`src/rtl/noc_processor_tx_pkg.sv`:
```
// Shared definitions for the NoC processor-side transmitter: configure-word
// layout, FSM encodings and the buffered request record.
package noc_processor_tx_pkg;

  localparam int CFG_W         = 11;
  localparam int DATA_W        = 8;
  localparam int DEST_W        = 2;
  localparam int REQ_W         = DATA_W + DEST_W;
  localparam int RX_DATA_W     = 9;
  localparam int CFG_VALID_BIT = 0;
  localparam int CFG_DEST_LSB  = 1;
  localparam int CFG_DATA_LSB  = 3;

  localparam logic [1:0] ST_IDLE    = 2'd0;
  localparam logic [1:0] ST_DRIVE   = 2'd1;
  localparam logic [1:0] ST_RELEASE = 2'd2;

  typedef struct packed {
    logic [DATA_W-1:0] data;
    logic [DEST_W-1:0] dest;
  } req_t;

  // Packs a buffered request into the word driven onto the mesh.
  function automatic logic [CFG_W-1:0] make_cfg(input req_t r);
    logic [CFG_W-1:0] w;
    w = '0;
    w[CFG_DATA_LSB +: DATA_W] = r.data;
    w[CFG_DEST_LSB +: DEST_W] = r.dest;
    w[CFG_VALID_BIT]          = 1'b1;
    return w;
  endfunction

endpackage

```
`src/rtl/noc_tx_fifo.sv`:
```
// Request buffer for the transmitter: power-of-two depth, wrapping pointers,
// registered push-permission flag that stays low while in reset.
module noc_tx_fifo
  import noc_processor_tx_pkg::*;
#(
  parameter int DEPTH = 4
) (
  input  logic clock,
  input  logic reset,
  input  logic push,
  input  logic pop,
  input  req_t wr_data,
  output req_t rd_data,
  output logic empty,
  output logic can_push
);

  localparam int AW = $clog2(DEPTH);

  req_t           mem [DEPTH];
  logic [AW-1:0]  wr_ptr;
  logic [AW-1:0]  rd_ptr;
  logic [AW:0]    count;
  logic [AW:0]    count_next;
  logic           do_push;
  logic           do_pop;

  assign empty   = (count == '0);
  assign do_push = push && (count != (AW+1)'(DEPTH));
  assign do_pop  = pop && !empty;
  assign rd_data = mem[rd_ptr];

  // NOTE: combinational blocks use blocking '=' and give every output a
  // default first, so no latch is inferred; clocked blocks use '<=' only.
  always_comb begin
    count_next = count;
    if (do_push) count_next = count_next + 1'b1;
    if (do_pop)  count_next = count_next - 1'b1;
  end

  always_ff @(posedge clock or negedge reset) begin
    if (!reset) begin
      wr_ptr   <= '0;
      rd_ptr   <= '0;
      count    <= '0;
      can_push <= 1'b0;
    end else begin
      if (do_push) wr_ptr <= wr_ptr + 1'b1;
      if (do_pop)  rd_ptr <= rd_ptr + 1'b1;
      count    <= count_next;
      can_push <= (count_next != (AW+1)'(DEPTH));
    end
  end

  // NOTE: storage has no reset; the pointers and count alone define validity.
  always_ff @(posedge clock) begin
    if (do_push) mem[wr_ptr] <= wr_data;
  end

endmodule

```
`src/rtl/noc_processor_tx.sv`:
```
// Processor-side transmitter for the 2x2 mesh: buffers send requests and
// drives one configure word at a time. Define NOC_TX_TIMEOUT_EN to abandon
// transfers the mesh never accepts.
module noc_processor_tx
  import noc_processor_tx_pkg::*;
#(
  parameter int SRC_ID         = 0,
  parameter int FIFO_DEPTH     = 4,
  parameter int GAP_CYCLES     = 2,
  parameter int TIMEOUT_CYCLES = 64
) (
  input  logic        clock,
  input  logic        reset,
  input  logic        req_valid,
  output logic        req_ready,
  input  logic [1:0]  req_dest,
  input  logic [7:0]  req_data,
  input  logic        processor_ready,
  output logic [10:0] configure,
  output logic        busy,
  output logic        sent_pulse,
  output logic        drop_pulse,
  output logic [1:0]  src_id_o
);

  if (FIFO_DEPTH < 2 || (FIFO_DEPTH & (FIFO_DEPTH - 1)) != 0) begin : g_bad_depth
    $error("noc_processor_tx: FIFO_DEPTH must be a power of two >= 2");
  end
  if (GAP_CYCLES < 1 || TIMEOUT_CYCLES < 1 || SRC_ID < 0 || SRC_ID > 3) begin : g_bad_param
    $error("noc_processor_tx: GAP_CYCLES/TIMEOUT_CYCLES/SRC_ID out of range");
  end

  localparam int GW = (GAP_CYCLES > 1) ? $clog2(GAP_CYCLES) : 1;
  localparam logic [GW-1:0] GAP_LOAD = GW'(GAP_CYCLES - 1);

  logic [1:0]    state;
  logic [GW-1:0] gap_cnt;
  logic          fifo_empty;
  logic          fifo_pop;
  req_t          fifo_head;
  req_t          fifo_in;
  logic          timeout_hit;

  assign fifo_in  = '{data: req_data, dest: req_dest};
  assign fifo_pop = (state == ST_IDLE) && !fifo_empty;
  assign busy     = !fifo_empty || (state != ST_IDLE);
  assign src_id_o = 2'(SRC_ID);

  noc_tx_fifo #(
    .DEPTH (FIFO_DEPTH)
  ) u_fifo (
    .clock    (clock),
    .reset    (reset),
    .push     (req_valid && req_ready),
    .pop      (fifo_pop),
    .wr_data  (fifo_in),
    .rd_data  (fifo_head),
    .empty    (fifo_empty),
    .can_push (req_ready)
  );

  always_ff @(posedge clock or negedge reset) begin
    if (!reset) begin
      state      <= ST_IDLE;
      gap_cnt    <= '0;
      configure  <= '0;
      sent_pulse <= 1'b0;
    end else begin
      sent_pulse <= 1'b0;
      case (state)
        ST_IDLE: begin
          if (!fifo_empty) begin
            configure <= make_cfg(fifo_head);
            state     <= ST_DRIVE;
          end
        end
        ST_DRIVE: begin
          // Acceptance takes priority over an expiring timeout.
          if (processor_ready) begin
            configure  <= '0;
            sent_pulse <= 1'b1;
            gap_cnt    <= GAP_LOAD;
            state      <= ST_RELEASE;
          end else if (timeout_hit) begin
            configure <= '0;
            gap_cnt   <= GAP_LOAD;
            state     <= ST_RELEASE;
          end
        end
        ST_RELEASE: begin
          // A mesh that keeps ready high holds us here so transfers never overlap.
          if (gap_cnt != '0) gap_cnt <= gap_cnt - 1'b1;
          else if (!processor_ready) state <= ST_IDLE;
        end
        default: begin
          configure <= '0;
          state     <= ST_IDLE;
        end
      endcase
    end
  end

`ifdef NOC_TX_TIMEOUT_EN
  localparam int TW = (TIMEOUT_CYCLES > 1) ? $clog2(TIMEOUT_CYCLES) : 1;

  logic [TW-1:0] drive_cnt;
  logic          drop_q;

  assign timeout_hit = (drive_cnt == TW'(TIMEOUT_CYCLES - 1));
  assign drop_pulse  = drop_q;

  // Counts edges spent in DRIVE; sits at zero in every other state.
  always_ff @(posedge clock or negedge reset) begin
    if (!reset) begin
      drive_cnt <= '0;
      drop_q    <= 1'b0;
    end else begin
      drop_q    <= (state == ST_DRIVE) && !processor_ready && timeout_hit;
      drive_cnt <= (state == ST_DRIVE) ? drive_cnt + 1'b1 : '0;
    end
  end
`else
  assign timeout_hit = 1'b0;
  assign drop_pulse  = 1'b0;
`endif

endmodule

```
`config.mk`:
```
export PLATFORM = sky130hd
export DESIGN_NAME = noc_processor_tx
export DESIGN_NICKNAME = d
export VERILOG_FILES = /design/src/rtl/noc_processor_tx_pkg.sv /design/src/rtl/noc_tx_fifo.sv /design/src/rtl/noc_processor_tx.sv
export SDC_FILE = /design/constraint.sdc
export NUM_CORES = 1
export LEC_CHECK = 0
export ABC_AREA = 0
export CORE_MARGIN = 1
export CORE_UTILIZATION = 45
export DETAILED_ROUTE_END_ITERATION = 8
export PLACE_DENSITY = 0.67
export SKIP_LAST_GASP = 1
export SLEW_MARGIN = 20
export SYNTH_ARGS = -nofsm -noshare
export SYNTH_HDL_FRONTEND = slang
export SYNTH_SLANG_ARGS = --single-unit
```
`constraint.sdc`:
```
create_clock -name clock -period 3.5 [get_ports clock]
set_input_delay 0.7 -clock clock [delete_from_list [all_inputs] [get_ports clock]]
set_output_delay 0.7 -clock clock [all_outputs]
set_load 0.005 [all_outputs]
```
==> results of run 1 <==
==> state kept, by name (all words and copies together), names as in the netlist <==
signal / flops
u_fifo.mem: 40
configure: 11
u_fifo.count: 3
state: 2
u_fifo.rd_ptr: 2
u_fifo.wr_ptr: 2
gap_cnt: 1
sent_pulse: 1
u_fifo.can_push: 1
==> power breakdown <==
group	switching (W)	leakage, nW	internal, W
Clock	0.000237	0.0794	0.000276
Combinational	0.000400	0.428	0.000498
Sequential	0.000181	0.646	0.00102
==> per-layer routing <==
metal  up-vias  track usage, %
li1        623               -
met1       706            19.8
met2        48            27.8
met3         7            7.06
met4         0            6.42
met5         -               0
==> layout by cell type (no fill, tap or decap), types with 2 or more instances in the layout <==
master,netlist,routed
conb_1,1,3
mux2i_1,2,2
inv_1,5,5
a21o_1,2,2
and3_2,4,4
o21ai_0,2,2
a22o_1,10,10
ha_1,7,7
a21oi_1,3,3
edfxtp_1,40,40
clkbuf_8,0,10
mux4_2,10,10
nor2_1,6,6
and2_4,2,2
nor3b_1,2,2
clkdlybuf4s50_1,0,26
xnor2_1,5,5
nand2_1,6,6
dfrtp_1,23,23
clkbuf_1,1,5
==> worst min-delay path by stage <==
stage / startpoint / endpoint / slack, ps / cells past startpoint
6_report: reset / u_fifo.can_push$_DFF_PN0_ / 330 / 1
4_1_cts: configure[5]$_DFFE_PN0P_ / configure[5]$_DFFE_PN0P_ / 510 / 1
3_3_place_gp: configure[0]$_DFFE_PN0P_ / configure[0]$_DFFE_PN0P_ / 460 / 1
5_1_grt: reset / u_fifo.can_push$_DFF_PN0_ / 360 / 1
3_5_place_dp: configure[9]$_DFFE_PN0P_ / configure[9]$_DFFE_PN0P_ / 490 / 1
2_1_floorplan: reset / configure[0]$_DFFE_PN0P_ / 400 / 0
==> per-stage QoR <==
step	cells	hold slack [ps]	area (µm²)	utilization [%]
after floorplan	155	404	2580	-
after global placement	243	458	2880	52.2
after detailed placement	243	494	2880	52.2
after CTS	259	511	3040	55.1
after global routing	259	357	3030	55.1
final	259	334	3030	55.1
==> cells by family (layout without fill, tap and decap cells) <==
family	Yosys count	after routing	synth area share, %
flops	63	63	68.9
simple gates	27	27	6.07
compound gates	20	20	6.02
buf+inv	17	49	3.88
mux	12	12	9.51
fa+ha+maj	7	7	3.40
xor+xnor	6	6	2.04
other cells	1	3	0.145
==> layout make-up <==
class / count / area, µm² / area share [%]
flip-flops and latches: 63 / 1780 / 58.6
multi-input cells: 75 / 713 / 23.5
repair buffers: 28 / 273 / 9.00
clock buffers: 15 / 156 / 5.16
well taps: 72 / 90.1 / 2.97
inverters: 5 / 18.8 / 0.619
clock inverters: 1 / 3.75 / 0.124
==> summary.md, run 1 <==
| Metric | Value |
|---|---|
| Outcome | completed |
| Routed length on met2 | 2230 µm |
| Total setup violations reported at the end of the flow | 0 |
| Startpoint of the worst-slack reg-to-reg timing path | u_fifo.count[0]$_DFF_PN0_ |
| Detailed route wirelength on metal3 | 264 µm |
| Gate count of the mapped netlist | 153 |
| DR vias | 1,384 |
| R2R Setup Slk | 980 ps |
| Count of H-tree levels built during CTS | 3 |
| Max layer used | met4 |
| Cell breakdown of the critical path | clkdlybuf4s50_1 > and2_4 > and2_4 > xnor2_1 > ha_1 > nor3b_1 > mux2i_1 > xnor2_1 > a311o_1 |
| Count of port buffers added during placement | 27 |
| Max VDD drop | 0.390 mV |
| Critical path's largest stage delay | 460 ps |
| Cell area after synthesis | 0.00258 mm² |
| Yosys cell types | 32 |
| Launching element type of the critical path | input pin |
| Number of post-CTS setup repair buffers | 0 |
| Vias per inst | 5.34 |
| Global-route wire length before repair | 7320 µm |
| Post-CTS resize count | 0 |
| Tmin final | 2540 ps |
| Top cells by area, synth | edfxtp_1, dfrtp_1, mux4_2 |
| Met1 Wirelength | 1790 µm |
| Clock Latency Late Sink | 330 ps |
| Overall fraction of global-route tracks in use | 16.9% |
| Max Root-Sink Buffers | 2 |
| Fraction of final layout cells sized beyond drive strength 1 | 16.0% |
| Actual slew at the worst max-slew pin | 839 ps |
| Most frequent cell after synthesis | edfxtp_1 |
| Number of search-and-repair iterations in the first detailed-routing pass | 5 |
| DIE HEIGHT | 77.7 µm |
| Worst r2r path cells | 10 |
| Crit-path leading delay family | simple AND/OR/NAND/NOR gates |
| Total buffers and inverters traversed by the critical path | 1 |
| Fraction of synthesis flops using an asynchronous set or reset pin | 36.5% |
| Worst setup margin | 960 ps |
| Vias in the first global route | 1,451 |
| Nets@finish | 203 |
| Number of design-rule violations left by the first detailed-router iteration | 83 |
| DRC violations left | 0 |
| Peak clock frequency supported by timing | 0.394 GHz |
| Post-synthesis sequential area ratio | 68.9% |
| Area added between synthesis and finish | 17.6% |
| Number of antenna violations at the first check in global routing | 0 |
| CTS sink count | 63 |
| Setup repair after global routing missed its margin | no |
| Critical path capture point type | flip-flop |
| Static leakage power | 1.15 nW |
| Data arrival, critical path | 2750 ps |
| Critical path depth in cells | 9 |
| Data required time at the worst endpoint | 3710 ps |
| Worst clock skew on the final layout | 10.0 ps |
| Endpoint of the worst setup timing path | u_fifo.can_push$_DFF_PN0_ |
| Biggest fanout along the worst timing path | 8 |
| Setup slack after placement | 609 ps |
| Reg-to-reg endpoint | u_fifo.can_push$_DFF_PN0_ |
| Number of flops mapped to enable cells by yosys | 40 |
| Count of state elements after synthesis | 63 |
| Row Count | 27 |
| Root cell of the clock tree | clkbuf_8 |
| Dominant synthesized flop cell | edfxtp_1 |
| Core region area | 0.00551 mm² |
| Syn avg cell area | 16.8 µm² |
| Max-capacitance violation count | 0 |
| Number of ports placed on the die boundary | 31 |
| Average wire length per cell after detail routing | 16.7 µm |
| Aggregate routed wire length | 4330 µm |
| Most used standard cells in the synthesized netlist | edfxtp_1, dfrtp_1, a22o_1, mux4_2, ha_1 |
| Post-synth top area cell | edfxtp_1 |
| Detailed Place HPWL | 2800 µm |
| Max stage delay cell, worst path | clkdlybuf4s50_1 |
| Starting utilization of the core area | 46.8% |
| Sum Neg Setup Slack | 0 ps |
| Count of endpoints failing hold in the final timing report | 0 |
| Critical path start-end classification | in -> reg |
| Remaining global-route overflow | 0 |
| Start point of the critical path | req_valid |
| Count of warnings emitted by yosys | 0 |
| Class of the tightest hold or removal check | in -> async |
| Total CTS buffers | 9 |
| Register clock-pin slew on the reported worst setup and hold paths | 70 ps |
| Number of antenna-violating nets in the routed design | 0 |
| Post-synth top area share | 46.6% |
| PD cells | 861 mW/mm² |
| Overall power of the completed layout | 0.00261 W |
| Horizontal die dimension | 77.7 µm |
| Number of hold-repair buffers added at the cts stage | 0 |
| Period utilisation layout | 72.6% |
| Die area | 0.00603 mm² |
| Fillers | 431 |
| Worst slew slack as a fraction of its limit | 43.8% |
| Final weighted congestion in routability-driven placement | 0.747 |
| Diode insertion count for antenna repair | 0 |
| Maximum number of pins on one net before global-route repair | 24 |
| Count of pins over their slew limit | 0 |
| TritonCTS clock tree | yes |
No activity file was read; power rests on OpenSTA's default activity.
==> run 2, diff against run 1 <==
==> constraint.sdc (replaced) <==
create_clock -name clock -period 2.4 [get_ports clock]
set_input_delay 0.48 -clock clock [delete_from_list [all_inputs] [get_ports clock]]
set_output_delay 0.48 -clock clock [all_outputs]
set_load 0.005 [all_outputs]
==> summary.md, run 2 (synthesis results as in run 1) <==
| Metric | Value |
|---|---|
| Outcome | completed (unchanged) |
| Vias in the first global route | 1,497 (was 1,451) |
| Count of endpoints failing hold in the final timing report | 0 (unchanged) |
| Post-Layout Inst Area | 0.00314 mm² (was 0.00303 mm²) |
| Placed cells | 248 (was 243) |
| Leading cell type in the layout, fill and taps excluded | edfxtp_1 (unchanged) |
| Tmin final | 2290 ps |
| Actual slew at the worst max-slew pin | 867 ps (was 839 ps) |
| Worst slew slack as a fraction of its limit | 42.0% (was 43.8%) |
| Cell Count, Final, Fillers Out | 265 (was 259) |
| Number of antenna violations at the first check in global routing | 0 (unchanged) |
| Switching pwr | 0.00130 W (was 0.000818 W) |
| Clock network fraction of design power | 21.4% (was 19.7%) |
| Nets@finish | 209 (was 203) |
| Fraction of final layout cells sized beyond drive strength 1 | 24.4% (was 16.0%) |
| Aggregate routed wire length | 4650 µm (was 4330 µm) |
| DR vias | 1,404 (was 1,384) |
| Max-capacitance violation count | 0 (unchanged) |
| Row Count | 27 (unchanged) |
| Biggest fanout along the worst timing path | 7 (was 8) |
| Total setup violations reported at the end of the flow | 0 (unchanged) |
| CTS sink count | 63 (unchanged) |
| Critical path capture point type | flip-flop (unchanged) |
| Period utilisation layout | 95.6% |
| Total CTS buffers | 9 (unchanged) |
| Register clock-pin slew on the reported worst setup and hold paths | 70 ps (about the same) |
| Share of power burned in registers | 42.1% (was 45.9%) |
| Number of antenna-violating nets in the routed design | 0 (unchanged) |
| Static leakage power | 1.20 nW (was 1.15 nW) |
| Clock Latency Late Sink | 340 ps (was 330 ps) |
| Peak clock frequency supported by timing | 0.436 GHz |
| Launching element type of the critical path | flip-flop (was input pin) |
| Vias per inst | 5.30 (was 5.34) |
| Area after DPL | 0.00291 mm² (was 0.00288 mm²) |
| Count of pins over their slew limit | 0 (unchanged) |
| Final weighted congestion in routability-driven placement | 0.844 (was 0.747) |
| Register bank with the most flops | u_fifo.mem (unchanged) |
| Part of the total power dissipated in combinational logic | 36.5% (was 34.4%) |
| TritonCTS clock tree | yes (unchanged) |
| Internal cell power | 0.00278 W (was 0.00179 W) |
| Max VDD drop | 0.549 mV (was 0.390 mV) |
| Core region area | 0.00551 mm² (unchanged) |
| Diode insertion count for antenna repair | 0 (unchanged) |
| Horizontal die dimension | 77.7 µm (unchanged) |
| Count of port buffers added during placement | 27 (unchanged) |
| Switching power as a share of total power | 31.9% (was 31.4%) |
| Number of ports placed on the die boundary | 31 (unchanged) |
| PD cells | 1300 mW/mm² (was 861 mW/mm²) |
| Remaining global-route overflow | 0 (unchanged) |
| Hold WS | 477 ps (was 334 ps) |
| Sum Neg Setup Slack | 0 ps (unchanged) |
| Starting utilization of the core area | 46.8% (unchanged) |
| Number of design-rule violations left by the first detailed-router iteration | 36 (was 83) |
| Area added between synthesis and finish | 21.9% (was 17.6%) |
| Maximum number of pins on one net before global-route repair | 24 (unchanged) |
| Max FFs per register | 40 (unchanged) |
| Number of hold-repair buffers added at the cts stage | 0 (unchanged) |
| Class of the tightest hold or removal check | reg -> reg (was in -> async) |
| Detailed Place HPWL | 3050 µm (was 2800 µm) |
| DIE HEIGHT | 77.7 µm (unchanged) |
| Die area | 0.00603 mm² (unchanged) |
| Data required time at the worst endpoint | 2620 ps (was 3710 ps) |
| Max Root-Sink Buffers | 2 (unchanged) |
| Overall fraction of global-route tracks in use | 17.0% (was 16.9%) |
| Largest registers ranked by flip-flop count | u_fifo.mem: 40 flops, configure: 11 flops, u_fifo.count: 3 flops (unchanged) |
| Worst clock skew on the final layout | 10.0 ps (about the same) |
| Data arrival, critical path | 2520 ps (was 2750 ps) |
| Top library cells by usage in the layout, fill and taps aside | edfxtp_1, clkdlybuf4s50_1, dfrtp_1, mux4_2, a22o_1 (was edfxtp_1, clkdlybuf4s50_1, dfrtp_1) |
| Critical path start-end classification | reg -> reg (was in -> reg) |
| Average wire length per cell after detail routing | 17.5 µm (was 16.7 µm) |
| Root cell of the clock tree | clkbuf_8 (unchanged) |
| DRC violations left | 0 (unchanged) |
| Count of H-tree levels built during CTS | 3 (unchanged) |
| Number of search-and-repair iterations in the first detailed-routing pass | 4 (was 5) |
| Global-route wire length before repair | 7350 µm (was 7320 µm) |
## run 2: worst max-delay path, cell delays in order, from the launching register on
cell and delay, ps:
dfrtp_2 440, inv_2 100, ha_4 150, nand2_2 100, and2_4 210, a21oi_2 170, ha_1 160, nor3b_2 190
mux2i_1 260, xnor2_1 120, a311o_1 280
## run 2: power groups by stage
stage,logic [W],registers (W),clock network (W)
6_report,0.00149,0.00172,0.000876
5_1_grt,0.00161,0.00176,0.000934
4_1_cts,0.00144,0.00172,0.000889
3_5_place_dp,0.00142,0.00174,0
3_3_place_gp,0.00135,0.00171,0
2_1_floorplan,0.00103,0.00162,0
## run 2: final timing paths
kind | start | end | slack (ps) | depth (start not counted)
worst max-delay path | u_fifo.count[0]$_DFF_PN0_ | u_fifo.can_push$_DFF_PN0_ | 110 | 10
worst min-delay path | configure[0]$_DFFE_PN0P_ | configure[0]$_DFFE_PN0P_ | 480 | 1
worst max register to register | u_fifo.count[0]$_DFF_PN0_ | u_fifo.can_push$_DFF_PN0_ | 110 | 10
worst min register to register | configure[0]$_DFFE_PN0P_ | configure[0]$_DFFE_PN0P_ | 480 | 1
max in group asynchronous | reset | u_fifo.count[0]$_DFF_PN0_ | 1650 | 2
min in group asynchronous | reset | u_fifo.count[1]$_DFF_PN0_ | 490 | 2
## run 2: metrics by stage
step | total power (W) | worst slack (ps) | utilization (%)
detailed placement | 0.00316 | -235 | 52.9
finish | 0.00409 | 105 | 57.1
global route | 0.00431 | -3.22 | 57.1
global placement | 0.00307 | -89.5 | 52.9
floorplan | 0.00265 | 55.5 | -
CTS | 0.00405 | 16.4 | 56.5
## run 2: per-layer routing
metal  track usage (%)  up-vias  routed length (µm)
met5                 0        -                   0
met1              19.6      720                1930
met4              9.62        0                 126
met2              28.8       35                2410
met3              4.47       10                 181
li1                  -      639                   -
## run 2: layout make-up
class / instances / area (µm²)
Clock buffer: 10 / 128
Clock inverter: 6 / 61.3
Fill cell: 433 / 2360
Inverter: 5 / 18.8
Multi-Input combinational cell: 75 / 744
Sequential cell: 63 / 1780
Tap cell: 72 / 90.1
Timing Repair Buffer: 34 / 323
## run 2: repair_timing
| action | CTS | global route |
|---|---|---|
| buffers inserted | 0 | 1 |
| endpoints found under the setup margin | 1 | 1 |
| gates resized for setup | 3 | 5 |
